### src/rtl/vga_grid_scanner.sv
// VGA 640x480 timing generator that maps active pixels onto a cell grid,
// reads each cell's colour from an external register bank and emits registered rgb/sync.
module vga_grid_scanner #(
    parameter int unsigned BIT_ADDR  = 4,
    parameter int unsigned BIT_DATO  = 3,
    parameter int unsigned GRID_COLS = 4,
    parameter int unsigned GRID_ROWS = 4,
    parameter int unsigned H_ACTIVE  = 640,
    parameter int unsigned H_FP      = 16,
    parameter int unsigned H_SYNC    = 96,
    parameter int unsigned H_BP      = 48,
    parameter int unsigned V_ACTIVE  = 480,
    parameter int unsigned V_FP      = 10,
    parameter int unsigned V_SYNC    = 2,
    parameter int unsigned V_BP      = 33
) (
    input  logic                clk,
    input  logic                rst,
    input  logic                pix_en,
    output logic [BIT_ADDR-1:0] addrR,
    input  logic [BIT_DATO-1:0] datOutR,
    output logic [BIT_DATO-1:0] rgb,
    output logic                hsync,
    output logic                vsync,
    output logic                frame_start
);

    localparam int unsigned H_TOTAL = H_ACTIVE + H_FP + H_SYNC + H_BP;
    localparam int unsigned V_TOTAL = V_ACTIVE + V_FP + V_SYNC + V_BP;
    localparam int unsigned CELL_W  = H_ACTIVE / GRID_COLS;
    localparam int unsigned CELL_H  = V_ACTIVE / GRID_ROWS;
    localparam int unsigned H_W     = $clog2(H_TOTAL);
    localparam int unsigned V_W     = $clog2(V_TOTAL);
    localparam int unsigned X_W     = $clog2(CELL_W + 1);
    localparam int unsigned Y_W     = $clog2(CELL_H + 1);
    // col/row step one past the last cell at the end of the active span
    localparam int unsigned COL_W   = $clog2(GRID_COLS + 1);
    localparam int unsigned ROW_W   = $clog2(GRID_ROWS + 1);

    logic [H_W-1:0]      h_cnt_q, h_cnt_d;
    logic [V_W-1:0]      v_cnt_q, v_cnt_d;
    logic [X_W-1:0]      x_in_q, x_in_d;
    logic [Y_W-1:0]      y_in_q, y_in_d;
    logic [COL_W-1:0]    col_q, col_d;
    logic [ROW_W-1:0]    row_q, row_d;
    logic [BIT_ADDR-1:0] addr_q, addr_d;
    logic                act1_q, act1_d;
    logic                hs1_q, hs1_d;
    logic                vs1_q, vs1_d;
    logic                fs1_q, fs1_d;
    logic [BIT_DATO-1:0] rgb_q, rgb_d;
    logic                hsync_q, hsync_d;
    logic                vsync_q, vsync_d;
    logic                frame_start_q, frame_start_d;

    logic h_wrap, v_wrap, h_act, v_act, active, hs, vs;

    assign h_wrap = (h_cnt_q == H_W'(H_TOTAL - 1));
    assign v_wrap = (v_cnt_q == V_W'(V_TOTAL - 1));
    assign h_act  = (h_cnt_q < H_W'(H_ACTIVE));
    assign v_act  = (v_cnt_q < V_W'(V_ACTIVE));
    assign active = h_act && v_act;
    assign hs     = !((h_cnt_q >= H_W'(H_ACTIVE + H_FP)) &&
                      (h_cnt_q <  H_W'(H_ACTIVE + H_FP + H_SYNC)));
    assign vs     = !((v_cnt_q >= V_W'(V_ACTIVE + V_FP)) &&
                      (v_cnt_q <  V_W'(V_ACTIVE + V_FP + V_SYNC)));

    // Counters, cell tracking and the two output pipeline stages
    always_comb begin
        h_cnt_d       = h_cnt_q;
        v_cnt_d       = v_cnt_q;
        x_in_d        = x_in_q;
        y_in_d        = y_in_q;
        col_d         = col_q;
        row_d         = row_q;
        addr_d        = addr_q;
        act1_d        = act1_q;
        hs1_d         = hs1_q;
        vs1_d         = vs1_q;
        fs1_d         = fs1_q;
        rgb_d         = rgb_q;
        hsync_d       = hsync_q;
        vsync_d       = vsync_q;
        frame_start_d = 1'b0;

        if (pix_en) begin
            h_cnt_d = h_wrap ? '0 : h_cnt_q + H_W'(1);
            if (h_wrap) begin
                v_cnt_d = v_wrap ? '0 : v_cnt_q + V_W'(1);
            end

            if (h_wrap) begin
                x_in_d = '0;
                col_d  = '0;
            end else if (h_act) begin
                if (x_in_q == X_W'(CELL_W - 1)) begin
                    x_in_d = '0;
                    col_d  = col_q + COL_W'(1);
                end else begin
                    x_in_d = x_in_q + X_W'(1);
                end
            end

            if (h_wrap) begin
                if (v_wrap) begin
                    y_in_d = '0;
                    row_d  = '0;
                end else if (v_act) begin
                    if (y_in_q == Y_W'(CELL_H - 1)) begin
                        y_in_d = '0;
                        row_d  = row_q + ROW_W'(1);
                    end else begin
                        y_in_d = y_in_q + Y_W'(1);
                    end
                end
            end

            // Address only moves on active pixels so blanking keeps the last cell
            if (active) begin
                addr_d = BIT_ADDR'(row_q) * BIT_ADDR'(GRID_COLS) + BIT_ADDR'(col_q);
            end
            act1_d = active;
            hs1_d  = hs;
            vs1_d  = vs;
            fs1_d  = (h_cnt_q == '0) && (v_cnt_q == '0);

            rgb_d         = act1_q ? datOutR : '0;
            hsync_d       = hs1_q;
            vsync_d       = vs1_q;
            frame_start_d = fs1_q;
        end
    end

    always_ff @(posedge clk) begin
        if (rst) begin
            h_cnt_q       <= '0;
            v_cnt_q       <= '0;
            x_in_q        <= '0;
            y_in_q        <= '0;
            col_q         <= '0;
            row_q         <= '0;
            addr_q        <= '0;
            act1_q        <= 1'b0;
            hs1_q         <= 1'b1;
            vs1_q         <= 1'b1;
            fs1_q         <= 1'b0;
            rgb_q         <= '0;
            hsync_q       <= 1'b1;
            vsync_q       <= 1'b1;
            frame_start_q <= 1'b0;
        end else begin
            h_cnt_q       <= h_cnt_d;
            v_cnt_q       <= v_cnt_d;
            x_in_q        <= x_in_d;
            y_in_q        <= y_in_d;
            col_q         <= col_d;
            row_q         <= row_d;
            addr_q        <= addr_d;
            act1_q        <= act1_d;
            hs1_q         <= hs1_d;
            vs1_q         <= vs1_d;
            fs1_q         <= fs1_d;
            rgb_q         <= rgb_d;
            hsync_q       <= hsync_d;
            vsync_q       <= vsync_d;
            frame_start_q <= frame_start_d;
        end
    end

    assign addrR       = addr_q;
    assign rgb         = rgb_q;
    assign hsync       = hsync_q;
    assign vsync       = vsync_q;
    assign frame_start = frame_start_q;

endmodule

### config.mk
export PLATFORM = sky130hd
export DESIGN_NAME = vga_grid_scanner
export DESIGN_NICKNAME = d
export VERILOG_FILES = /design/src/rtl/vga_grid_scanner.sv
export SDC_FILE = /design/constraint.sdc
export NUM_CORES = 1
export LEC_CHECK = 0
export CAP_MARGIN = 20
export CORE_MARGIN = 4
export CORE_UTILIZATION = 63
export DETAILED_ROUTE_END_ITERATION = 6
export MAX_ROUTING_LAYER = met4
export PLACE_DENSITY_LB_ADDON = 0.12
export SYNTH_ARGS = -nofsm -noshare
export SYNTH_HDL_FRONTEND = slang
export SYNTH_SLANG_ARGS = --single-unit
### constraint.sdc
create_clock -name clk -period 3.7 [get_ports clk]
set_input_delay 0.555 -clock clk [delete_from_list [all_inputs] [get_ports clk]]
set_output_delay 0.555 -clock clk [all_outputs]
set_load 0.005 [all_outputs]
After elaboration in Yosys (flattened, before gate mapping)
Index checks and enable logic that the tools add are counted.
{ "classes": {"order_cmp": 6, "shift": 0, "reduce_logical": 19, "addsub": 7, "eq_ne": 4, "div_mod_pow": 0, "n_mul": 0, "muxes": 15, "n_bitwise": 1} }
{ "ops": {"columns": ["cell", "count"], "rows": [
  ["two-way mux 8 bit", 3],
  ["two-way mux 3 bit", 7],
  ["two-way mux 7 bit", 3],
  ["adder 10 x 1 -> 10 bit, second input constant", 2],
  ["== test 10 bit, second input constant", 2],
  ["logical NOT 10 bit", 2],
  ["< comparator 10 bit, second input constant", 2],
  ["< comparator 10 x 9 -> 1 bit, second input constant", 2],
  ["two-way mux 10 bit", 2],
  [">= comparator 10 bit, second input constant", 1],
  [">= comparator 10 x 9 -> 1 bit, second input constant", 1],
  ["adder 8 x 1 -> 8 bit, second input constant", 1],
  ["== test 8 bit, second input constant", 1],
  ["nonzero test 2 bit", 4],
  ["adder 7 x 1 -> 7 bit, second input constant", 1],
  ["== test 7 bit, second input constant", 1],
  ["adder 3 x 1 -> 3 bit, second input constant", 2],
  ["AND reduction 2 bit", 3],
  ["AND reduction 3 bit", 2],
  ["adder 4 x 3 -> 4 bit", 1],
  ["logical AND 1 bit", 4],
  ["AND reduction 4 bit", 1],
  ["logical NOT 1 bit", 2],
  ["OR reduction 2 bit", 1],
  ["NOT 1 bit", 1]
]} }
{ "word_totals": {"reg_bits": 55, "out_inout_bits": 10, "latch_bits": 0, "mem_count": 0, "mem_bits_ro": 0, "ramBits": 0, "wordCells": 67, "inputBits": 6} }

Longest topological paths before layout
{ "logic_depth": {"depth_word": 4, "mapped_depth": 7, "mapped_depth_nobuf": 7} }

Worst setup path after synthesis
No wires, ideal clock.
{ "synth_path": {"path_type": "reg2reg", "start": "reg h_cnt_q[0]", "end": "reg y_in_q[0]", "arrival_ns": 1.728, "setup_ns": 0.120, "t_required_ns": 3.580, "period_less_slack_ns": 1.847, "stages_incl_launch_ff": 8, "slack_ns": 1.853, "path_buffers": 1, "path_cell_list": "dfxtp_1 ha_1 nor4b_4 and4_2 clkbuf_1 o21ai_0 nand2b_1 nor2_1"} }
{ "synth_via": {"elab_chain_cells": 2} }
{ "synth_rtl": {"columns": ["element", "line", "rtl"], "rows": [
  ["start: declaration", "40", "logic [H_W-1:0] h_cnt_q, h_cnt_d;"],
  ["start signal: assignment", "152", "h_cnt_q <= h_cnt_d;"],
  ["== test 10 bit", "58", "assign h_wrap = (h_cnt_q == H_W'(H_TOTAL - 1));"],
  ["AND reduction 3 bit (no source line)", null, null],
  ["end signal: assignment", "155", "y_in_q <= y_in_d;"],
  ["end: declaration", "43", "logic [Y_W-1:0] y_in_q, y_in_d;"]
]} }
Every way passes these cells.
A chain may end at the register's enable or synchronous reset.

Final worst setup path
{ "layout_path": {"start": "in pix_en", "end": "reg col_q[0]"} }
{ "layout_via": {"elab_chain_cells": 1} }
{ "layout_rtl": {"columns": ["element", "line", "rtl"], "rows": [
  ["start: declaration", "19", "input logic pix_en,"],
  ["AND reduction 3 bit (no source line)", null, null],
  ["end signal: assignment", "156", "col_q <= col_d;"],
  ["end: declaration", "44", "logic [COL_W-1:0] col_q, col_d;"]
]} }
Every way passes these cells.

==> flow_results.xml <==
<?xml version="1.0" encoding="UTF-8"?>
<metrics>
  <group name="outcome">
    <metric name="outcome" unit="">finished, final reports clean</metric>
  </group>
  <group name="timing">
    <metric name="hold_viol" unit="">0</metric>
    <metric name="tightest_slew" unit="ps">910</metric>
    <metric name="final_period_minus_worst_setup_slack" unit="ps">2260</metric>
    <metric name="timing.slew.headroom" unit="%">39.1</metric>
    <metric name="finalSetupViolations" unit="">0</metric>
    <metric name="finalCritPeriodShare" unit="%">61.0</metric>
    <metric name="fin_worst_hold_slack" unit="ps">455</metric>
    <metric name="timing_max_transition_violations_final" unit="">0</metric>
    <metric name="rsz0062_at_grt" unit="">no</metric>
    <metric name="fmax" unit="MHz">443</metric>
    <metric name="totalNegativeSetupSlack" unit="ps">0</metric>
    <metric name="finalClockSkew" unit="ps">5.23</metric>
    <metric name="final.setup.worst_slack" unit="ps">1440</metric>
  </group>
  <group name="yosys">
    <metric name="synth.largest_area_cell" unit="">sky130_fd_sc_hd__dfxtp_1</metric>
    <metric name="postSynthCellCount" unit="">298</metric>
    <metric name="share_of_yosys_cell_area_claimed_by_the_top_area_cell_type" unit="%">42.1</metric>
    <metric name="ys_seq_area_share" unit="%">42.1</metric>
    <metric name="async_flop_share" unit="%">0</metric>
    <metric name="synth_nets" unit="">312</metric>
    <metric name="synth_warnings" unit="">0</metric>
    <metric name="ys_ff_latch" unit="">54</metric>
    <metric name="synthDistinctLibCells" unit="">44</metric>
    <metric name="postSynth.topFlopCell" unit="">sky130_fd_sc_hd__dfxtp_1</metric>
    <metric name="post_synth.cell_area_avg" unit="um^2">8.62</metric>
    <metric name="post_synth_main_area_contributors" unit="">sky130_fd_sc_hd__dfxtp_1, sky130_fd_sc_hd__xnor2_1, sky130_fd_sc_hd__nor2_1, sky130_fd_sc_hd__ha_1, sky130_fd_sc_hd__a21oi_1</metric>
    <metric name="synth_enable_flop_cells" unit="">0</metric>
    <metric name="post_synth_instance_area" unit="mm^2">0.00257</metric>
  </group>
  <group name="clock_network">
    <metric name="htreeDepth" unit="">2</metric>
    <metric name="clock_sinks" unit="">54</metric>
    <metric name="tritoncts" unit="">yes</metric>
    <metric name="cts_repair_resize_count" unit="">0</metric>
    <metric name="cts_made_buffers" unit="">5</metric>
    <metric name="clock_latency" unit="ps">310</metric>
    <metric name="clock_tree.buffer_depth" unit="">2</metric>
    <metric name="cts-hold-fix-buffers" unit="">0</metric>
    <metric name="cts_root_buf" unit="">sky130_fd_sc_hd__clkbuf_8</metric>
    <metric name="cts_setup_buffers" unit="">0</metric>
    <metric name="clk_pin_slew_worst_paths" unit="ps">80</metric>
  </group>
  <group name="global_routing">
    <metric name="global_route.usage.total" unit="%">21.5</metric>
    <metric name="global_route_wire_length_before_repair" unit="um">8780</metric>
    <metric name="grt-ovfl-total" unit="">0</metric>
    <metric name="grt_antenna_before_repair" unit="">0</metric>
    <metric name="number_of_global_route_vias_before_repair" unit="">2012</metric>
    <metric name="grt_max_degree" unit="">28</metric>
  </group>
  <group name="power">
    <metric name="worst_ir_drop_vdd" unit="V">0.000261</metric>
    <metric name="design_power_total" unit="mW">0.960</metric>
    <metric name="power.leakage" unit="nW">0.990</metric>
    <metric name="p_per_area" unit="mW/mm^2">344</metric>
  </group>
  <group name="setup_path">
    <metric name="worst_setup_end_kind" unit="">flip-flop</metric>
    <metric name="timing.critical_path.fanout_max" unit="">18</metric>
    <metric name="crit_arrival" unit="ps">2420</metric>
    <metric name="cp-start-kind" unit="">input port</metric>
    <metric name="timing.critical_path.required" unit="ps">3870</metric>
    <metric name="crit_type" unit="">input port to flip-flop</metric>
  </group>
  <group name="layout">
    <metric name="number_of_inserted_diodes" unit="">0</metric>
    <metric name="final_cell_mix" unit="">sky130_fd_sc_hd__dfxtp_1, sky130_fd_sc_hd__nor2_1, sky130_fd_sc_hd__xnor2_1</metric>
    <metric name="final_nets" unit="">321</metric>
    <metric name="finish.utilization" unit="%">73.6</metric>
    <metric name="layout-area-overhead-vs-synth" unit="%">8.71</metric>
    <metric name="fraction_of_layout_cells_with_a_size_suffix_above_1" unit="%">5.21</metric>
    <metric name="final_common_cell" unit="">sky130_fd_sc_hd__dfxtp_1</metric>
  </group>
  <group name="place">
    <metric name="gpl.final_weighted_congestion" unit="">0.857</metric>
    <metric name="port-buffer-count" unit="">15</metric>
    <metric name="place_worst_setup_slack" unit="ps">1110</metric>
    <metric name="place_hpwl" unit="um">3460</metric>
  </group>
  <group name="floorplan">
    <metric name="io_pins" unit="">16</metric>
    <metric name="core_region_area" unit="mm^2">0.00380</metric>
    <metric name="start_util" unit="%">67.7</metric>
    <metric name="die_y" unit="um">71.9</metric>
    <metric name="fp.dieW" unit="um">71.9</metric>
    <metric name="die_area" unit="mm^2">0.00517</metric>
    <metric name="placementRows" unit="">22</metric>
  </group>
  <group name="detailed_routing">
    <metric name="drc" unit="">0</metric>
    <metric name="detailedRoute.firstIterationViolations" unit="">104</metric>
    <metric name="vias" unit="">2059</metric>
    <metric name="via_per_inst" unit="">5.80</metric>
    <metric name="routed_wl" unit="um">4890</metric>
    <metric name="drtPass1Iterations" unit="">4</metric>
    <metric name="wire_per_inst" unit="um">13.8</metric>
    <metric name="postRouteAntennaNets" unit="">0</metric>
  </group>
  <group name="flow_run">
    <metric name="drv.max_cap_violation_count" unit="">0</metric>
  </group>
  <group name="min_path">
    <metric name="timing.hold.worst.class" unit="">flip-flop to flip-flop</metric>
  </group>
</metrics>
## path summary, 6_finish.rpt
path	startpoint	to	slack [ps]	cells past startpoint
worst max-delay path	pix_en	col_q[0]	1440	5
worst min-delay path	fs1_q	frame_start	460	2
worst max register to register	h_cnt_q[0]	v_cnt_q[7]	1560	6
worst min register to register	fs1_q	frame_start	460	2
## critical path, stage by stage
cell and delay (ps):
sky130_fd_sc_hd__clkdlybuf4s50_1 830, sky130_fd_sc_hd__nand2_1 340, sky130_fd_sc_hd__a21oi_1 400, sky130_fd_sc_hd__mux2i_1 240
sky130_fd_sc_hd__nor2_1 60
## sequential cells by signal, indices dropped and copies added, names as in the netlist, 2 cells and up
name and cells:
h_cnt_q 10, row_q 2, x_in_q 8, col_q 3, addrR 4, v_cnt_q 10
rgb 3, y_in_q 7
## power breakdown
group	switching (mW)	internal [mW]	total (mW)	leakage (nW)
Combinational	0.0298	0.0250	0.0547	0.515
Clock	0.176	0.131	0.307	0.0383
Sequential	0.00886	0.589	0.598	0.437
## cell families (layout without fill, tap and decap cells)
family                   count (synthesis)  after routing  synth area share (%)
AO/OA/AOI/OAI                           35             35                  7.84
AND/OR/NAND/NOR                        148            148                  31.0
flip-flops                              54             54                  42.1
adder cells (fa/ha/maj)                  8              8                  3.89
XOR/XNOR                                30             30                  10.2
buffers and inverters                   19             28                  3.46
multiplexers                             4              4                  1.56
## per-stage QoR
step	cells	cell area (um^2)
2_1_floorplan	298	2570
3_3_place_gp	348	2720
3_5_place_dp	348	2720
4_1_cts	355	2790
5_1_grt	355	2790
6_report	355	2790
## layout make-up
| class | count | area (um^2) |
|---|---|---|
| Sequential cell | 54 | 1080 |
| Multi-Input combinational cell | 225 | 1400 |
| Inverter | 5 | 18.8 |
| Fill cell | 295 | 1000 |
| Clock buffer | 7 | 76.3 |
| Timing Repair Buffer | 16 | 158 |
| Tap cell | 48 | 60.1 |
## per-layer routing
| metal | vias to the layer above | track usage, % | routed length (um) |
|---|---|---|---|
| li1 | 1053 | - | - |
| met1 | 970 | 27.3 | 2410 |
| met2 | 28 | 34.3 | 2290 |
| met3 | 8 | 4.63 | 120 |
| met4 | 0 | 6.26 | 70 |
| met5 | - | - | 0 |
## cells in the mapped netlist (2+ instances only)
| master | number |
|---|---|
| sky130_fd_sc_hd__a211o_1 | 2 |
| sky130_fd_sc_hd__a21oi_1 | 19 |
| sky130_fd_sc_hd__a22oi_1 | 2 |
| sky130_fd_sc_hd__a31oi_1 | 2 |
| sky130_fd_sc_hd__and2_1 | 2 |
| sky130_fd_sc_hd__and3_1 | 6 |
| sky130_fd_sc_hd__and3_2 | 2 |
| sky130_fd_sc_hd__buf_2 | 2 |
| sky130_fd_sc_hd__buf_6 | 2 |
| sky130_fd_sc_hd__clkbuf_1 | 9 |
| sky130_fd_sc_hd__dfxtp_1 | 54 |
| sky130_fd_sc_hd__ha_1 | 8 |
| sky130_fd_sc_hd__inv_1 | 5 |
| sky130_fd_sc_hd__mux2i_1 | 4 |
| sky130_fd_sc_hd__nand2_1 | 18 |
| sky130_fd_sc_hd__nand2b_1 | 6 |
| sky130_fd_sc_hd__nand3_1 | 18 |
| sky130_fd_sc_hd__nand3b_1 | 4 |
| sky130_fd_sc_hd__nand4_1 | 10 |
| sky130_fd_sc_hd__nand4b_1 | 2 |
| sky130_fd_sc_hd__nor2_1 | 44 |
| sky130_fd_sc_hd__nor2_2 | 2 |
| sky130_fd_sc_hd__nor2b_1 | 3 |
| sky130_fd_sc_hd__nor3_1 | 9 |
| sky130_fd_sc_hd__nor4_1 | 8 |
| sky130_fd_sc_hd__nor4b_1 | 2 |
| sky130_fd_sc_hd__o21ai_0 | 6 |
| sky130_fd_sc_hd__or2_2 | 3 |
| sky130_fd_sc_hd__xnor2_1 | 20 |
| sky130_fd_sc_hd__xor2_1 | 10 |
Power figures use the tool's default switching activity.
